--- config.mk ---
export PLATFORM = sky130hd
export DESIGN_NAME = clock_ctrl
export DESIGN_NICKNAME = d
export VERILOG_FILES = /design/src/rtl/clock_ctrl_pkg.sv /design/src/rtl/clock_ctrl_div.sv /design/src/rtl/clock_ctrl.sv
export SDC_FILE = /design/constraint.sdc
export NUM_CORES = 1
export LEC_CHECK = 0
export ABC_AREA = 1
export CAP_MARGIN = 30
export CORE_MARGIN = 8
export CORE_UTILIZATION = 48
export DETAILED_ROUTE_END_ITERATION = 8
export HOLD_SLACK_MARGIN = 0.12
export PLACE_DENSITY_LB_ADDON = 0.1
export SYNTH_ARGS = -nofsm -noshare
export SYNTH_HDL_FRONTEND = slang
export SYNTH_HIERARCHICAL = 1
export SYNTH_SLANG_ARGS = --single-unit
--- constraint.sdc ---
create_clock -name clock -period 1.7 [get_ports clock]
set_input_delay 0.51 -clock clock [delete_from_list [all_inputs] [get_ports clock]]
set_output_delay 0.51 -clock clock [all_outputs]
set_load 0.01 [all_outputs]
--- src/rtl/clock_ctrl_pkg.sv ---
// Shared definitions for the clock_ctrl slice: CPU state encoding and widths.
package clock_ctrl_pkg;

  // Width of the cpu_ce pulse counter.
  localparam int unsigned CLOCK_CTRL_CC_W = 32;

  // CPU clock-enable controller states.
  typedef enum logic [1:0] {
    StRun  = 2'd0,
    StHalt = 2'd1,
    StStep = 2'd2
  } cpu_state_e;

endpackage

--- src/rtl/clock_ctrl_div.sv ---
// Single auxiliary divider channel: programmable tick pulse and toggle output.
// A period of 0 parks the channel with its toggle level frozen.
module clock_ctrl_div
  import clock_ctrl_pkg::*;
#(
  parameter int unsigned DIV_W = 16
) (
  input  logic             clock,
  input  logic             reset,
  input  logic [DIV_W-1:0] period,
  output logic             tick,
  output logic             toggle
);

  logic [DIV_W-1:0] count_q, count_d;
  logic             tick_q, tick_d;
  logic             toggle_q, toggle_d;

  // Next-state: >= compare lets a shortened period take effect immediately.
  always_comb begin
    count_d  = count_q;
    tick_d   = 1'b0;
    toggle_d = toggle_q;
    if (period == '0) begin
      count_d = '0;
    end else if (count_q >= period) begin
      count_d  = '0;
      tick_d   = 1'b1;
      toggle_d = ~toggle_q;
    end else begin
      count_d = count_q + DIV_W'(1);
    end
  end

  // Channel state registers.
  always_ff @(posedge clock or posedge reset) begin
    if (reset) begin
      count_q  <= '0;
      tick_q   <= 1'b0;
      toggle_q <= 1'b0;
    end else begin
      count_q  <= count_d;
      tick_q   <= tick_d;
      toggle_q <= toggle_d;
    end
  end

  assign tick   = tick_q;
  assign toggle = toggle_q;

endmodule

--- src/rtl/clock_ctrl.sv ---
// Core-domain clock-enable and debug-stepping controller.
// Produces the CPU clock-enable with run/halt/single-step and PC breakpoint,
// plus NUM_DIV programmable auxiliary tick/toggle channels.
// Optional: CLOCK_CTRL_CYCLE_COUNT_EN adds a 32-bit cpu_ce pulse counter;
// without it cycle_count is tied to zero.
module clock_ctrl
  import clock_ctrl_pkg::*;
#(
  parameter int unsigned NUM_DIV = 2,
  parameter int unsigned DIV_W   = 16,
  parameter int unsigned CPU_DIV = 8
) (
  input  logic                       clock,
  input  logic                       reset,
  input  logic [NUM_DIV*DIV_W-1:0]   div_period,
  output logic [NUM_DIV-1:0]         tick,
  output logic [NUM_DIV-1:0]         toggle,
  input  logic                       step_enable,
  input  logic                       step_req,
  input  logic                       run_req,
  input  logic                       bp_en,
  input  logic [15:0]                bp_addr,
  input  logic [15:0]                pc,
  output logic                       cpu_ce,
  output logic                       halted,
  output logic                       bp_hit,
  output logic [CLOCK_CTRL_CC_W-1:0] cycle_count
);

  localparam int unsigned PhaseW = (CPU_DIV > 1) ? $clog2(CPU_DIV) : 1;
  localparam logic [PhaseW-1:0] PhaseLast = PhaseW'(CPU_DIV - 1);

  // Auxiliary divider channels.
  for (genvar g = 0; g < NUM_DIV; g++) begin : g_div
    clock_ctrl_div #(
      .DIV_W (DIV_W)
    ) u_div (
      .clock  (clock),
      .reset  (reset),
      .period (div_period[g*DIV_W +: DIV_W]),
      .tick   (tick[g]),
      .toggle (toggle[g])
    );
  end

  logic [PhaseW-1:0] phase_q, phase_d;
  logic              boundary;
  logic              step_prev_q;
  logic              step_rise;
  cpu_state_e        state_q, state_d;
  logic              cpu_ce_q, cpu_ce_d;
  logic              bp_hit_q, bp_hit_d;
  logic              halted_q;

  assign boundary  = (phase_q == PhaseLast);
  assign step_rise = step_req & ~step_prev_q;

  // Phase counter free-runs in every state.
  always_comb begin
    phase_d = boundary ? '0 : phase_q + PhaseW'(1);
  end

  // Run/halt/step next-state and CPU enable decode.
  always_comb begin
    state_d  = state_q;
    cpu_ce_d = 1'b0;
    bp_hit_d = bp_hit_q;
    case (state_q)
      StRun: begin
        if (boundary) begin
          // Breakpoint wins over step_enable; both swallow this enable.
          if (bp_en && (pc == bp_addr)) begin
            state_d  = StHalt;
            bp_hit_d = 1'b1;
          end else if (step_enable) begin
            state_d = StHalt;
          end else begin
            cpu_ce_d = 1'b1;
          end
        end
      end
      StHalt: begin
        if (run_req && !step_enable) begin
          state_d  = StRun;
          bp_hit_d = 1'b0;
        end else if (step_rise) begin
          state_d = StStep;
        end
      end
      StStep: begin
        // One instruction issued regardless of the breakpoint.
        if (boundary) begin
          cpu_ce_d = 1'b1;
          state_d  = StHalt;
        end
      end
      default: state_d = StRun;
    endcase
  end

  // Controller state and registered outputs.
  always_ff @(posedge clock or posedge reset) begin
    if (reset) begin
      phase_q     <= '0;
      step_prev_q <= 1'b0;
      state_q     <= StRun;
      cpu_ce_q    <= 1'b0;
      bp_hit_q    <= 1'b0;
      halted_q    <= 1'b0;
    end else begin
      phase_q     <= phase_d;
      step_prev_q <= step_req;
      state_q     <= state_d;
      cpu_ce_q    <= cpu_ce_d;
      bp_hit_q    <= bp_hit_d;
      halted_q    <= (state_d == StHalt);
    end
  end

  assign cpu_ce = cpu_ce_q;
  assign halted = halted_q;
  assign bp_hit = bp_hit_q;

`ifdef CLOCK_CTRL_CYCLE_COUNT_EN
  logic [CLOCK_CTRL_CC_W-1:0] cycle_count_q;

  // Counts issued enables; updates together with cpu_ce so the value includes it.
  always_ff @(posedge clock or posedge reset) begin
    if (reset) begin
      cycle_count_q <= '0;
    end else if (cpu_ce_d) begin
      cycle_count_q <= cycle_count_q + CLOCK_CTRL_CC_W'(1);
    end
  end

  assign cycle_count = cycle_count_q;
`else
  assign cycle_count = '0;
`endif

endmodule

==> summary by stage <==
Yosys
The async set-or-reset flop fraction in the synthesized netlist is 100%. In the synthesized netlist the dominant register cell turns out to be dfrtp_1. A synthesized cell averages about 7.4 um^2. The sequential fraction of the synthesis area is 30.8%. The count of unique library cells instantiated by Yosys is 30.

Among all cell types in the netlist, the one instantiated most often is nand2_1. After synthesis, the largest area contributor takes up 30.8% of total cell area. In this run, synthesis produced a sequential element count of 45.

Sorting the synthesized cells by area gives the leading types as dfrtp_1, ha_1, nand2_1, inv_1, buf_4. The count of warnings emitted by yosys is 6. The commonest cells after synthesis are nand2_1, inv_1, nor2_1. The gate count of the mapped netlist is 496. In this run, synthesis inferred 0 flip-flops with an integrated enable. The biggest area consumer among synthesized cells is dfrtp_1. The netlist area before placement is approximately 3700 um^2.

Clocking
The clock latency at the later pin of the worst-skew pair is around 0.3 ns. The root buffer cell is clkbuf_8. No sink is reached through more buffers than the 2 on the longest clock path. The hold buffer count at CTS is 0. After clock tree synthesis, the clock-pin slew on the worst setup and hold paths is approximately 0.090 ns.

Counting every sink on the clock net gives 45. The number of CTS-inserted buffers is 5. The H-tree generated during clock tree synthesis spans 2 levels. The CTS tree is done.

Worst setup path
The path type of the worst setup path is reg2reg. The required time of the worst setup path is about 1.9 ns. The worst setup path is launched from a register. Tracing the worst setup path back leads to its startpoint at g_div[1].u_div/count_q[7]. Counting cells, the worst reg-to-reg path comes to 11. The worst register-to-register path begins at g_div[1].u_div/count_q[7]. At the worst endpoint, the arrival time is 1.85 ns. The most critical setup path has its endpoint at g_div[1].u_div/count_q[11]. STA classifies the critical path endpoint as a register.

The worst register-to-register path ends at g_div[1].u_div/count_q[11]. Across all register-to-register paths, the minimum setup slack is 0.03 ns. In this run the worst path has a maximum fanout of 8.

Place
The final weighted congestion in routability-driven placement is 0.827. Before CTS, the worst setup slack after placement is -0.567 ns. The number of buffers inserted by port buffering is 76. After detailed placement, the design holds a cell count of between 600 and 700. The detailed-placement wirelength estimate is between 6000 and 7000 um. The post-detailed-placement cell area is 4580 um^2.

Timing
Setup violations remaining at the end of the flow were counted as 0. Setup repair after global routing could not meet its margin everywhere. After layout, the worst setup slack is 0.0271 ns. Hold is met by 0.430 ns. Static timing analysis puts the maximum clock frequency at 598 MHz. The hold violation total from the final report was 0.

For the final database, setup skew stands at between 0.007 and 0.008 ns. The period utilization is a little over nine tenths. The time the final worst path needs with I/O delays and setup is 1.67 ns.

The number of slew-limit violations in the final report is 0.

Pwr
The share of total power dissipated in sequential elements is 36.6%. Internal power comes to 2.56 mW. The worst-case vdd ir drop is 0.382 mV.

The share of total power dissipated in the clock network is 21.7%. The leakage power figure is 2.70 nW. Of the total power, the share spent switching nets is between 30% and 40%.

The total power density per cell area is ~730 nW/um^2. The logic gate share of total power is 41.7%. The switching power total is about 1.4 mW.

Die
The initial standard-cell utilization of the core is about 48%. The floorplan has 32 rows. The die width is around 100 um. The core area is between 7000 and 8000 um^2.

The area of the die is 10700 um^2. The die is 103 um tall. between 100 and 150 I/O pins were placed.

Routing
Summing over every cut layer, the via total after detailed routing is 3307. The number of optimization iterations in the first detailed-route pass is 4. The vias per cell is 4.63. The average wire per standard cell is between 10 and 15 um. The wire length after detailed routing is 9220 um.

The number of remaining DRC errors is 0. The detail route stage leaves a number of antenna-violating nets equal to 0. For this block, the initial DRC count from the detailed router was 57.

Hold path
In this run the worst hold path is classified as reg2reg. The startpoint identified for the worst hold timing path is phase_q[0]. The number of cells on the worst hold path is 1.

Global routing
The number of global-route vias before repair is roughly 3400. The first-pass GRT wire length is approximately 15000 um. Global routing consumed, over all layers together, approximately 17% of the routing resources. The number of antenna violations at the first check in global routing is 0. The total global routing overflow is 0. Entering global routing, the biggest net connects 19 pins.

Cells and area
For this run, the share of the core covered by cells in the final layout is 71.5%. The number of standard cells in the layout, taps in and fillers out is 715. The final instance area is between 5000 and 6000 um^2.

The count of inserted antenna diode cells is 0. For this run, the post-layout net count is around 720. The layout overhead on the synthesized area is 47.7%. The fraction of layout instances using a drive strength above 1 is between 30% and 40%.

Status
The flow ran to the end, and the final reports show no timing, DRC or antenna violations.

Job
The count of max-cap constraint violations is 0.
## routing by layer
layer / up-vias / share of wire [%] / track usage (%)
li1: 1698 / - / -
met1: 1513 / 39 / 19.8
met2: 84 / 52 / 30.7
met3: 12 / 6.6 / 4.28
met4: 0 / 1.5 / 4.12
met5: - / 0 / 0
## worst min-delay path by stage
| stage | to |
|---|---|
| final | phase_q[0] |
| after global routing | phase_q[0] |
| after CTS | phase_q[0] |
| after detailed placement | phase_q[0] |
| after global placement | phase_q[0] |
| after floorplan | bp_hit |
## sequential cells by signal (all words and copies together) (netlist names)
name / flops
halted: 1
state_q: 2
step_prev_q: 1
bp_hit: 1
phase_q: 3
cpu_ce: 1
g_div.u_div/toggle: 2
g_div.u_div/count_q: 32
g_div.u_div/tick: 2
## repair_timing
item / in CTS / in global routing
setup buffers: 4 / 10
endpoints found under the setup margin: 41 / 37
endpoints found under the hold margin: 0 / 0
cloned: 2 / 0
resized for setup: 133 / 72
pin swaps: 62 / 31
## power by group through the flow
stage,Combinational [mW],Sequential (mW),Clock [mW]
finish,1.64,1.44,0.852
global route,1.84,1.46,0.916
CTS,1.30,1.43,0.869
detailed placement,1.18,1.41,0
global placement,1.13,1.40,0
floorplan,0.762,1.41,0
## worst max-delay path, cell delays in order (launching register included)
cell and delay [ns]:
dfrtp_2 0.45, ha_4 0.28, nand2_2 0.06, inv_2 0.06, nand2_2 0.07, nor2_2 0.11
nor2_2 0.05, nand2_2 0.06, nand2_2 0.08, nand3_4 0.14, buf_16 0.17, nor2_4 0.04
## per-stage QoR
| stage | total power [mW] | setup TNS [ns] |
|---|---|---|
| floorplan | 2.17 | 0 |
| global placement | 2.54 | -17.03 |
| CTS | 3.60 | 0 |
| detailed placement | 2.59 | -18.80 |
| global route | 4.21 | -0.723 |
| finish | 3.93 | 0 |
## cells by family after synthesis
kind of cell / after synthesis / share of synthesized area [%]
compound gates: 27 / 4.10
simple gates: 226 / 28.8
fa+ha+maj: 36 / 12.3
flops: 45 / 30.8
buf+inv: 134 / 17.4
xor+xnor: 27 / 6.46
other cells: 1 / 0.102
## area by class of cell
type                            count  area (um^2)
Sequential cell                    45         1130
Inverter                          100          375
Fill cell                         599         2160
Timing Repair Buffer              112         1030
Clock buffer                        7         86.3
Clock inverter                      1         30.0
Multi-Input combinational cell    348         2630
Tap cell                          102          128
## placed cells by master, fill, tap and decap left out, drive strengths merged, types with 2 or more instances in the layout
| cell | n |
|---|---|
| nand2 | 108 |
| inv | 100 |
| nor2 | 68 |
| dfrtp | 45 |
| clkdlybuf4s50 | 38 |
| buf | 36 |
| ha | 36 |
| conb | 32 |
| dlygate4sd2 | 25 |
| nand3 | 23 |
| xor2 | 16 |
| a21oi | 15 |
| clkbuf | 15 |
| xnor2 | 11 |
| nand4 | 10 |
| o21ai | 9 |
| nor3 | 7 |
| clkdlybuf4s15 | 4 |
| nor4 | 4 |
| or2 | 2 |
| nand3b | 2 |
| nor3b | 2 |
(Power assumes the default switching activity.)
